File: src/rtl/lemmings_pkg.sv
// Shared types for the Lemmings walker/world pair: FSM state enum and width helper.
package lemmings_pkg;

   typedef enum logic [1:0] {
      RUN    = 2'd0,
      WAIT_L = 2'd1,
      WAIT_R = 2'd2
   } state_e;

   // Bits needed to hold 0..n-1, never less than one.
   function automatic int pw(input int n);
      return (n <= 2) ? 1 : $clog2(n);
   endfunction

endpackage

File: src/rtl/lemmings_step_timer.sv
// Step prescaler (tick every STEP_DIV enabled cycles) and turn-timeout counter.
module lemmings_step_timer
   import lemmings_pkg::*;
#(
   parameter int STEP_DIV     = 4,
   parameter int TURN_TIMEOUT = 8
) (
   input  logic clk,
   input  logic rst_n,
   input  logic pre_en,
   input  logic pre_clr,
   input  logic tmo_en,
   input  logic tmo_clr,
   output logic tick,
   output logic tmo_done
);

   localparam int CW = pw(STEP_DIV);
   localparam int TW = pw(TURN_TIMEOUT);
   localparam logic [CW-1:0] PRE_LAST = CW'(STEP_DIV - 1);
   localparam logic [TW-1:0] TMO_LAST = TW'(TURN_TIMEOUT - 1);

   logic [CW-1:0] pre_q, pre_d;
   logic [TW-1:0] tmo_q, tmo_d;

   assign tick     = pre_en && (pre_q == PRE_LAST);
   assign tmo_done = tmo_en && (tmo_q == TMO_LAST);

   always_comb begin
      pre_d = pre_q;
      tmo_d = tmo_q;
      if (pre_clr)     pre_d = '0;
      else if (pre_en) pre_d = tick ? '0 : pre_q + CW'(1);
      if (tmo_clr)                  tmo_d = '0;
      else if (tmo_en && !tmo_done) tmo_d = tmo_q + TW'(1);
   end

   always_ff @(posedge clk or negedge rst_n) begin
      if (!rst_n) begin
         pre_q <= '0;
         tmo_q <= '0;
      end else begin
         pre_q <= pre_d;
         tmo_q <= tmo_d;
      end
   end

endmodule

File: src/rtl/lemmings_world.sv
// 1-D track environment closing the loop around the Lemmings walker FSM.
// Optional obstacle register enabled by defining LEMMINGS_WORLD_OBSTACLE_EN.
module lemmings_world
   import lemmings_pkg::*;
#(
   parameter int TRACK_LEN    = 16,
   parameter int STEP_DIV     = 4,
   parameter int START_POS    = 8,
   parameter int TURN_TIMEOUT = 8
) (
   input  logic                       clk,
   input  logic                       rst_n,
   input  logic                       walk_left,
   input  logic                       walk_right,
`ifdef LEMMINGS_WORLD_OBSTACLE_EN
   input  logic                       obs_load,
   input  logic                       obs_clr,
   input  logic [pw(TRACK_LEN)-1:0]   obs_pos,
`endif
   output logic                       bump_left,
   output logic                       bump_right,
   output logic [pw(TRACK_LEN)-1:0]   pos,
   output logic                       step,
   output logic                       err
);

   localparam int PW = pw(TRACK_LEN);
   localparam logic [PW-1:0] POS_MAX = PW'(TRACK_LEN - 1);
   localparam logic [PW-1:0] POS_RST = PW'(START_POS);

   state_e        state_q, state_d;
   logic [PW-1:0] pos_q, pos_d;
   logic          bump_left_q, bump_left_d, bump_right_q, bump_right_d;
   logic          step_q, step_d, err_q, err_d;
   logic          tick, tmo_done, pre_en, pre_clr, tmo_en, tmo_clr;
   logic [PW-1:0] pos_m1, pos_p1;
   logic          blocked_l, blocked_r;

   assign pos_m1 = pos_q - PW'(1);
   assign pos_p1 = pos_q + PW'(1);

`ifdef LEMMINGS_WORLD_OBSTACLE_EN
   logic [PW-1:0] obs_q, obs_d;
   logic          obs_vld_q, obs_vld_d;

   // Ticks compare against the registered obstacle, so same-cycle loads/clears apply afterwards.
   assign blocked_l = obs_vld_q && (pos_m1 == obs_q);
   assign blocked_r = obs_vld_q && (pos_p1 == obs_q);

   always_comb begin
      obs_d     = obs_q;
      obs_vld_d = obs_vld_q;
      if (obs_clr) begin
         obs_vld_d = 1'b0;
      end else if (obs_load && (obs_pos != pos_q) && (32'(obs_pos) < TRACK_LEN)) begin
         obs_d     = obs_pos;
         obs_vld_d = 1'b1;
      end
   end

   always_ff @(posedge clk or negedge rst_n) begin
      if (!rst_n) begin
         obs_q     <= '0;
         obs_vld_q <= 1'b0;
      end else begin
         obs_q     <= obs_d;
         obs_vld_q <= obs_vld_d;
      end
   end
`else
   assign blocked_l = 1'b0;
   assign blocked_r = 1'b0;
`endif

   lemmings_step_timer #(
      .STEP_DIV     (STEP_DIV),
      .TURN_TIMEOUT (TURN_TIMEOUT)
   ) u_timer (
      .clk      (clk),
      .rst_n    (rst_n),
      .pre_en   (pre_en),
      .pre_clr  (pre_clr),
      .tmo_en   (tmo_en),
      .tmo_clr  (tmo_clr),
      .tick     (tick),
      .tmo_done (tmo_done)
   );

   always_comb begin
      state_d      = state_q;
      pos_d        = pos_q;
      bump_left_d  = 1'b0;
      bump_right_d = 1'b0;
      step_d       = 1'b0;
      err_d        = err_q;
      pre_en       = 1'b0;
      pre_clr      = 1'b0;
      tmo_en       = 1'b0;
      tmo_clr      = 1'b0;
      unique case (state_q)
         RUN: begin
            pre_en  = 1'b1;
            tmo_clr = 1'b1;
            if (tick) begin
               if (walk_left && !walk_right) begin
                  if (pos_q == '0 || blocked_l) begin
                     bump_left_d = 1'b1;
                     state_d     = WAIT_L;
                  end else begin
                     pos_d  = pos_m1;
                     step_d = 1'b1;
                  end
               end else if (walk_right && !walk_left) begin
                  if (pos_q == POS_MAX || blocked_r) begin
                     bump_right_d = 1'b1;
                     state_d      = WAIT_R;
                  end else begin
                     pos_d  = pos_p1;
                     step_d = 1'b1;
                  end
               end else begin
                  err_d = 1'b1;
               end
            end
         end
         WAIT_L: begin
            pre_clr = 1'b1;
            tmo_en  = 1'b1;
            if (walk_right && !walk_left) begin
               state_d = RUN;
            end else if (tmo_done) begin
               err_d   = 1'b1;
               state_d = RUN;
            end
         end
         WAIT_R: begin
            pre_clr = 1'b1;
            tmo_en  = 1'b1;
            if (walk_left && !walk_right) begin
               state_d = RUN;
            end else if (tmo_done) begin
               err_d   = 1'b1;
               state_d = RUN;
            end
         end
         default: state_d = RUN;
      endcase
   end

   always_ff @(posedge clk or negedge rst_n) begin
      if (!rst_n) begin
         state_q      <= RUN;
         pos_q        <= POS_RST;
         bump_left_q  <= 1'b0;
         bump_right_q <= 1'b0;
         step_q       <= 1'b0;
         err_q        <= 1'b0;
      end else begin
         state_q      <= state_d;
         pos_q        <= pos_d;
         bump_left_q  <= bump_left_d;
         bump_right_q <= bump_right_d;
         step_q       <= step_d;
         err_q        <= err_d;
      end
   end

   assign bump_left  = bump_left_q;
   assign bump_right = bump_right_q;
   assign pos        = pos_q;
   assign step       = step_q;
   assign err        = err_q;

endmodule

File: config.mk
export PLATFORM = sky130hd
export DESIGN_NAME = lemmings_world
export DESIGN_NICKNAME = d
export VERILOG_FILES = /design/src/rtl/lemmings_pkg.sv /design/src/rtl/lemmings_step_timer.sv /design/src/rtl/lemmings_world.sv
export SDC_FILE = /design/constraint.sdc
export NUM_CORES = 1
export LEC_CHECK = 0
export ABC_AREA = 0
export ABC_CLOCK_PERIOD_IN_PS = 2400
export BUFFER_PORTS_ARGS = -buffer_cell sky130_fd_sc_hd__buf_2
export CAP_MARGIN = 20
export CORE_MARGIN = 5
export CORE_UTILIZATION = 50
export DETAILED_ROUTE_END_ITERATION = 6
export PLACE_DENSITY = 0.73
export SLEW_MARGIN = 20
export SYNTH_ARGS = -nofsm -noshare
export SYNTH_HDL_FRONTEND = slang
export SYNTH_SLANG_ARGS = --single-unit
File: constraint.sdc
create_clock -name clk -period 2.4 [get_ports clk]
set_clock_uncertainty 0.15 [all_clocks]
set_input_delay 0.48 -clock clk [delete_from_list [all_inputs] [get_ports clk]]
set_output_delay 0.48 -clock clk [all_outputs]
set_load 0.01 [all_outputs]
# Word-level counts from Yosys, hierarchy flattened
# Cells that the tools add are included.
[word_totals]
reg_bits = 15
inputBits = 4
out_inout_bits = 8
word_cells = 87
[op_classes]
addsub = 4
n_eq_ne = 15
muxes = 42
reduce_logical = 18
[op_table]
columns = ["op", "n"]
rows = [
  ["two-way mux 1 bit", 23],
  ["two-way mux 2 bit", 11],
  ["two-way mux 4 bit", 4],
  ["!= test 2 bit, second input constant", 5],
  ["!= test 3 bit, second input constant", 3],
  ["two-way mux 3 bit", 2],
  ["one-hot mux 2 bit (3 select lines)", 1],
  ["AND reduction 6 bit", 1],
  ["nonzero test 2 bit", 3],
  ["logical AND 1 bit", 5],
  ["AND reduction 5 bit", 1],
  ["adder 4 x 1 -> 4 bit, second input constant", 1],
  ["equality test 2 bit, second input constant", 2],
  ["equality test 4 bit, second input constant", 1],
  ["logical NOT 4 bit", 1],
  ["!= test 2 x 1 -> 1 bit, second input constant", 2],
  ["AND reduction 4 bit", 1],
  ["subtractor 4 x 1 -> 4 bit, second input constant", 1],
  ["adder 3 x 1 -> 3 bit, second input constant", 1],
  ["equality test 3 bit, second input constant", 1],
  ["logical NOT 1 bit", 3],
  ["one-hot mux 1 bit (3 select lines)", 1],
  ["nonzero test 3 bit", 1],
  ["adder 2 x 1 -> 2 bit, second input constant", 1],
  ["other kinds (3)", 3],
]

# Logic depth before layout (Yosys ltp)
# Gate-level depths: netlist (run 1).
[logic_depth]
depth_word = 8
ltp_mapped = 7
mapped_depth_nobuf = 7

# By module
# Synthesis (run 1) repeated with hierarchy kept, for this count alone.
[hier_totals]
cells_unflattened = 105
area_unflattened_um2 = 1066.0
[by_module_without_submodules]
columns = ["mod", "instances", "cells_per_inst", "area_per_inst_um2", "seq_area_each_um2"]
rows = [
  ["lemmings_world", 1, 80, 778.2, 251.5],
  ["lemmings_step_timer", 1, 25, 287.8, 125.1],
]

# Least setup slack after synthesis (run 1)
# No wires, ideal clock.
[synth_path]
kind = "input to register"
from = "input port walk_right"
to = "register state_q[0]"
setup_ns = 0.126
arrival_time_ns = 1.815
required_time_ns = 2.124
slack_ns = 0.309
stages = 7
n_path_buf = 1
path_cell_list = "inv_1 -> ha_1 -> buf_6 -> or4b_4 -> o22ai_2 -> a21oi_1 -> a221o_1"
[synth_between]
elab_chain_cells = 5
elab_cells_between_ends = 12
classes_between = "eq/ne (3); mux (5); reduce/logical (4)"
[synth_rtl]
columns = ["element", "line_no", "rtl"]
rows = [
  ["start: declaration", "lemmings_world.sv:14", "input logic walk_right,"],
  ["logical NOT 1 bit", "lemmings_world.sv:105, lemmings_world.sv:139", ""],
  ["logical AND 1 bit", "lemmings_world.sv:105, lemmings_world.sv:139", ""],
  ["two-way mux 2 bit", "lemmings_world.sv:105", "if (walk_left && !walk_right) begin"],
  ["two-way mux 2 bit", "lemmings_world.sv:104", "if (tick) begin"],
  ["one-hot mux 2 bit (3 select lines)", "lemmings_world.sv:100", "unique case (state_q)"],
  ["end signal: assignment", "lemmings_world.sv:159", "state_q <= state_d;"],
  ["end: declaration", "lemmings_world.sv:31", "state_e state_q, state_d;"],
]
# Parallel ways exist; a longest one is shown, timed or not. The select of a mux whose other input is x is not followed.
# A chain may end at the register's enable or synchronous reset.

# Worst setup path in the final report (run 1)
[layout_path]
from = "register state_q[0]"
to = "register pos_q[3] (netlist: pos[3])"
[layout_between]
elab_chain_cells = 4
[layout_rtl]
columns = ["element", "line_no", "rtl"]
rows = [
  ["logical NOT 2 bit *", "lemmings_world.sv:100", ""],
  ["two-way mux 1 bit", "lemmings_world.sv:100", ""],
  ["logical AND 1 bit", "lemmings_step_timer.sv:26", "assign tick = pre_en && (pre_q == PRE_LAST);"],
  ["AND reduction 5 bit (no source line) *", "n/a", ""],
  ["end signal: assignment", "lemmings_world.sv:160", "pos_q <= pos_d;"],
  ["end: declaration", "lemmings_world.sv:32", "logic [PW-1:0] pos_q, pos_d;"],
]
# Every way passes the cells marked *; elsewhere a longest branch is shown, timed or not.

==> impl_results.md, run 1 <==
* First DRT Iteration DRCs at 13
* Worst supply voltage drop on vdd at 0.0004916 V
* Area share of the largest cell type after synthesis at 37.04%
* Via density per instance at 5.160
* Synthesized netlist net count at 108
* Post-synthesis instance area at 945.9 sq um
* Number of cells on the worst hold path at 1
* Avg Synthesized Cell Area at 10.28 sq um
* Chip Width at 53.50 um
* Most frequent cells after synthesis: sky130_fd_sc_hd__dfrtp_1 (14), sky130_fd_sc_hd__ha_1 (11), sky130_fd_sc_hd__inv_1 (8), sky130_fd_sc_hd__nand2_1 (8), sky130_fd_sc_hd__nor2_1 (7)
* Clock slew at the register clock pins of the worst setup and hold paths at 90 ps
* Fill cell total of the finished layout at 167
* Average routed wire per standard cell at 12.60 um
* Largest stage delay, worst path at 440 ps
* Placement Rows at 15
* Worst Tran Pin Value at 361.4 ps
* Max Cap Viol at 0
* Area fraction in and, or, nand and nor cells after synthesis at 17.46%
* Setup TNS after final layout at 0 ps
* Wire length of the first global-routing pass at 2822 um
* Synthesis-to-layout area growth at 11.77%
* Layout cell share with drive strength beyond 1 at 18.87%
* Placed Instances at 126
* Die Outline Area at 2862 sq um
* Router iterations before antenna repair at 4
* Top flip-flop cell by instance count after synthesis: sky130_fd_sc_hd__dfrtp_1
* Via count of the first global-routing pass at 632
* Normalized max-slew margin at 75.29%
* Post-route clock period utilization at 80.03%
* All-layer global routing usage at 13.81%
* Overall routed net length at 1651 um
* Antenna diode instance count at 0
* Worst reg-to-reg path cell count at 6
* Max-slew violation total from the final report at 0
* Critical path startpoint category: register
* DRC violations left at 0
* Most frequent cell after synthesis: sky130_fd_sc_hd__dfrtp_1
* Area fraction in compound gates after synthesis at 15.08%
* Capturing element type of the critical path: register
* Critical path peak fanout at 11
* Fraction of synthesis flops using an asynchronous set or reset pin at 100.0%
* Max frequency at 520.7 MHz
* Initial core utilization at 53.62%
* Worst EP arrival at 1980 ps
* Static Leakage at 0.5155 nW
* Proportion of synthesized area in mux cells at 2.116%
* Cell count after synthesis at 92
* Startpoint-to-endpoint class of the critical path: register to register
* Clock network latency to the later pin of the worst-skew pair at 280 ps
* Setup repair after global routing missed its margin: false
* Vertical die dimension at 53.50 um
* Number of gates resized after cts at 0
* Top post-synthesis cells by area: sky130_fd_sc_hd__dfrtp_1 (37%), sky130_fd_sc_hd__ha_1 (15%), sky130_fd_sc_hd__inv_1 (3.2%)
* Final setup violation count at 0
* Hold Buf Count CTS at 1
* TritonCTS clock tree: yes
* Library cell contributing the largest single delay on the critical path: sky130_fd_sc_hd__dfrtp_1
* Xor and xnor fraction of the mapped netlist area at 3.704%
* Worst min path class: register to register
* Number of synthesized flops with an enable pin at 0
* Final count of hold timing violations at 0
* Post-synthesis adder-cell area fraction at 16.67%
* Number of sinks on the clock net at 15
* Distinct cell type count of the synthesized netlist at 34
* Pwr Density at 868.8 nW/um^2
* Routed via count at 676
* CORE AREA at 1764 sq um
* # IOs at 12
* Crit path cell chain: inv_1 -> ha_1 -> and3b_1 -> o221ai_4 -> nor3_2 -> xor2_1
* Final instance area at 1057 sq um
* Cell accounting for the most synthesized area: sky130_fd_sc_hd__dfrtp_1
* Remaining global-route overflow at 0
* Detail Route Antenna Nets at 0
* Yosys Warn Count at 0
* TritonCTS buffer count at 3
* Critical path required time at 2460 ps
* Number of H-tree levels at 1
* Result of the run: finished clean
* Initial antenna violation count at 0
* Detailed Place HPWL at 1253 um
* Standard cell area after detailed placement at 1021 sq um
* Buffers inserted during post-CTS setup optimization at 0
* Smallest setup slack after layout at 479.4 ps
* Count of buffers from port buffering at 11
* Placement-stage worst setup slack at 276.0 ps
* Post-route insts no fill at 131
* Largest family of logic cells by synthesized area: simple AND/OR/NAND/NOR gates
* Cell chosen for the clock root: sky130_fd_sc_hd__clkbuf_4
* Seq/Total Area, Yosys at 39.81%
* Flip-flop and latch count after synthesis at 15
* Number of buffers on the longest clock path at 2
* Minimum clock period after layout at 1921 ps
* Global placer's final weighted congestion at 0.7518
* Pin count of the biggest net entering global routing at 16
* Count of nets after finishing at 123
==> cells in the final DEF, fill, tap and decap left out, types with 3 or more instances in the layout <==
master and n:
sky130_fd_sc_hd__nand2_1 8, sky130_fd_sc_hd__a21oi_1 5, sky130_fd_sc_hd__nand2b_1 4, sky130_fd_sc_hd__ha_1 11, sky130_fd_sc_hd__inv_1 8, sky130_fd_sc_hd__buf_2 11
sky130_fd_sc_hd__nor3_1 3, sky130_fd_sc_hd__dfrtp_1 14, sky130_fd_sc_hd__clkbuf_4 3, sky130_fd_sc_hd__xor2_1 3, sky130_fd_sc_hd__nor2_1 7
==> worst max-delay path: cells and delay by family, from the launching register on <==
kind | cells | cell delay (ps)
simple gates | 2 | 470
flops | 1 | 440
fa+ha+maj | 1 | 380
xor+xnor | 1 | 160
compound gates | 1 | 150
buf+inv | 1 | 100
==> layout make-up <==
class / count / area, sq um / share of cell area (%)
well taps: 25 / 31.28 / 2.959
multi-input cells: 66 / 520.5 / 49.23
flip-flops and latches: 15 / 376.6 / 35.62
clock buffers: 4 / 26.28 / 2.485
repair buffers: 13 / 72.57 / 6.864
inverters: 8 / 30.03 / 2.840
==> registers in the layout, indices dropped and copies added (netlist names) <==
register	flops
bump_left	1
bump_right	1
err	1
pos	4
state_q	2
step	1
u_timer.pre_q	2
u_timer.tmo_q	3
==> per-stage QoR <==
| step | power [mW] | util, % | hold slack [ps] |
|---|---|---|---|
| after global placement | 0.7628 | 57.87 | 247.2 |
| after floorplan | 0.6665 | - | 34.41 |
| after global routing | 0.9975 | 59.93 | 359.4 |
| after CTS | 0.9242 | 59.93 | 342.2 |
| after detailed placement | 0.7775 | 57.87 | 248.8 |
| final | 0.9185 | 59.93 | 340.3 |
==> per-layer routing <==
layer	global-route usage [%]	routed length, um	vias up	share of wire, %
met5	0	0	-	0
met4	5.957	6	0	0.36
met3	3.380	62	2	3.8
met2	19.18	663	13	40
met1	19.93	918	311	56
li1	-	-	350	-
==> cells by family after synthesis <==
| group | Yosys count |
|---|---|
| compound gates | 17 |
| xor+xnor | 4 |
| fa+ha+maj | 12 |
| buf+inv | 11 |
| flops | 15 |
| mux | 2 |
| simple gates | 31 |
==> power breakdown <==
part	leakage [nW]	internal, mW	switching (mW)	total, mW
registers	0.191	0.322	0.0822	0.404
logic	0.309	0.169	0.203	0.371
clock network	0.0150	0.0644	0.0787	0.143
==> worst paths after layout <==
kind | slack [ps] | end | from
hold reg to reg | 340 | err$_DFFE_PN0P_ | err$_DFFE_PN0P_
min in group asynchronous | 480 | err$_DFFE_PN0P_ | rst_n
max in group asynchronous | 1320 | pos[3]$_DFFE_PN1P_ | rst_n
setup reg to reg | 480 | pos[3]$_DFFE_PN1P_ | state_q[0]$_DFFE_PN0P_
setup / recovery | 480 | pos[3]$_DFFE_PN1P_ | state_q[0]$_DFFE_PN0P_
hold / removal | 340 | err$_DFFE_PN0P_ | err$_DFFE_PN0P_
(Power assumes the default switching activity.)
==> inputs of run 2 (changes only) <==
ABC_CLOCK_PERIOD_IN_PS = 1700   (was 2400)
PLACE_DENSITY = 0.76   (was 0.73)
clock period = 1.7 ns   (was 2.4 ns; I/O delays follow)
==> impl_results.md, run 2 (synthesis results as in run 1) <==
* Critical path startpoint category: register
* Critical path required time at 1720 ps (-740 ps)
* Max-slew violation total from the final report at 0 (unchanged)
* Post-route insts no fill at 142 (+8.4%)
* Count of buffers from port buffering at 11 (unchanged)
* Initial antenna violation count at 0 (unchanged)
* First DRT Iteration DRCs at 6 (-7)
* Failing checks: negative setup slack
* Worst supply voltage drop on vdd at 0.0009529 V (+94%)
* Placement Rows at 15 (unchanged)
* Pwr Density at 1198 nW/um^2 (+38%)
* Result of the run: finished with violations
* Setup repair after global routing missed its margin: true
* Initial core utilization at 53.62% (unchanged)
* Post-route total power at 1.429 mW (+56%)
* Crit path cell chain: or4b_4 -> o22ai_4 -> a21oi_1 -> a221o_1
* Critical path peak fanout at 3 (-8)
* Normalized max-slew margin at 74.55% (-0.74 points)
* Minimum clock period after layout at 1736 ps (-184.6 ps)
* Clock network latency to the later pin of the worst-skew pair at 290 ps (about the same)
* Count of nets after finishing at 134 (+8.9%)
* Average routed wire per standard cell at 13.37 um (+6.1%)
* Detail Route Antenna Nets at 0 (unchanged)
* Cell chosen for the clock root: sky130_fd_sc_hd__clkbuf_4
* Die Outline Area at 2862 sq um (unchanged)
* Via count of the first global-routing pass at 742 (+17%)
* Clock slew at the register clock pins of the worst setup and hold paths at 90 ps (about the same)
* Wire length of the first global-routing pass at 3180 um (+13%)
* Pin count of the biggest net entering global routing at 16 (unchanged)
* Flip-flop count of the largest register after layout at 4 (unchanged)
* All-layer global routing usage at 15.71% (+1.9 points)
* Routed via count at 751 (+11%)
* Post-Route Hold Slack at 317.3 ps (-22.98 ps)
* Capturing element type of the critical path: register
* Vertical die dimension at 53.50 um (unchanged)
* Worst reg-to-reg path cell count at 4 (-2)
* Max frequency at 576.0 MHz (+11%)
* Reg2Reg Setup Slack at -40 ps (-520 ps)
* Number of buffers on the longest clock path at 2 (unchanged)
* CORE AREA at 1764 sq um (unchanged)
* Placed Instances at 136 (+7.9%)
* Largest stage delay, worst path at 580 ps (+140 ps)
* Post-route clock period utilization at 102.1% (+22 points)
* Library cell contributing the largest single delay on the critical path: sky130_fd_sc_hd__or4b_4
* Final count of hold timing violations at 0 (unchanged)
* Standard cell area after detailed placement at 1121 sq um (+9.8%)
* Startpoint-to-endpoint class of the critical path: register to register
* Global placer's final weighted congestion at 0.8787 (+17%)
* Final setup violation count at 1 (+1)
* Number of H-tree levels at 1 (unchanged)
* Worst EP arrival at 1760 ps (-220 ps)
* Static Leakage at 0.5749 nW (+12%)
* Chip Width at 53.50 um (unchanged)
* Via density per instance at 5.289 (+2.5%)
* Overall routed net length at 1899 um (+15%)
* Remaining global-route overflow at 0 (unchanged)
* Synthesis-to-layout area growth at 26.06%
* Launch point of the worst reg-to-reg path: pos[1]$_DFFE_PN0P_
* TritonCTS clock tree: yes
* Smallest setup slack after layout at -36.01 ps (-515.4 ps)
* Most frequent standard cell in the layout excluding fill and tap cells: sky130_fd_sc_hd__dfrtp_1
* Detailed Place HPWL at 1462 um (+17%)
* Layout cell share with drive strength beyond 1 at 31.62% (+13 points)
* Reg-to-reg endpoint: state_q[0]$_DFFE_PN0P_
* Number of sinks on the clock net at 15 (unchanged)
* Antenna diode instance count at 0 (unchanged)
* Final instance area at 1192 sq um (+13%)
* Worst min path class: input pin to async pin
* # IOs at 12 (unchanged)
* Most frequent cells in the layout: sky130_fd_sc_hd__dfrtp_1 (14), sky130_fd_sc_hd__buf_4 (12), sky130_fd_sc_hd__buf_2 (11), sky130_fd_sc_hd__ha_1 (10), sky130_fd_sc_hd__nand2_1 (8)
* Router iterations before antenna repair at 4 (unchanged)
* Max Cap Viol at 0 (unchanged)
* TritonCTS buffer count at 3 (unchanged)
* Worst Tran Pin Value at 372.2 ps (+10.81 ps)
* DRC violations left at 0 (unchanged)
## run 2: layout make-up
type,instances,area [sq um]
Multi-Input combinational cell,66,560.5
Timing Repair Buffer,24,155.1
Clock buffer,4,26.28
Inverter,8,42.54
Sequential cell,15,376.6
Tap cell,25,31.28
Fill cell,155,571.8
## run 2: layer usage
layer / global-route usage (%) / share of wire, %
met3: 5.915 / 4.5
met5: 0 / 0
met1: 19.20 / 45
met4: 6.809 / 1.9
met2: 24.29 / 48
## run 2: repair_timing
item,4_1_cts,5_1_grt
setup buffers,0,1
hold endpoints to repair,14,0
pin swaps,0,2
setup endpoints to repair,1,6
hold buffers,1,0
gates resized for setup,1,4
## run 2: stage by stage
step | setup slack, ps | util, % | TNS [ps]
global route | -93.20 | 67.59 | -174.8
global placement | -221.1 | 63.55 | -884.4
CTS | -24.64 | 66.03 | -24.64
floorplan | -146.8 | - | -294.5
finish | -36.01 | 67.59 | -36.01
detailed placement | -253.5 | 63.55 | -1056
## run 2: how the worst max path moves through the flow
| stage | from | to | slack [ps] | depth (start not counted) |
|---|---|---|---|---|
| 6_report | pos[1]$_DFFE_PN0P_ | state_q[0]$_DFFE_PN0P_ | -40 | 4 |
| 5_1_grt | pos[1]$_DFFE_PN0P_ | state_q[0]$_DFFE_PN0P_ | -90 | 4 |
| 4_1_cts | pos[1]$_DFFE_PN0P_ | state_q[0]$_DFFE_PN0P_ | -20 | 4 |
| 3_5_place_dp | walk_right | state_q[0]$_DFFE_PN0P_ | -250 | 7 |
| 3_3_place_gp | walk_right | state_q[0]$_DFFE_PN0P_ | -220 | 7 |
| 2_1_floorplan | walk_right | state_q[0]$_DFFE_PN0P_ | -150 | 7 |
## run 2: power by group
| group | total (mW) | internal (mW) | switching, mW |
|---|---|---|---|
| registers | 0.525 | 0.455 | 0.0699 |
| clock network | 0.203 | 0.0913 | 0.112 |
| logic | 0.701 | 0.329 | 0.372 |
## run 2: critical path, delay by kind of cell, from the launching register on
kind / cells / cell delay [ps]
AO/OA/AOI/OAI: 3 / 500
AND/OR/NAND/NOR: 1 / 580
flip-flops: 1 / 390
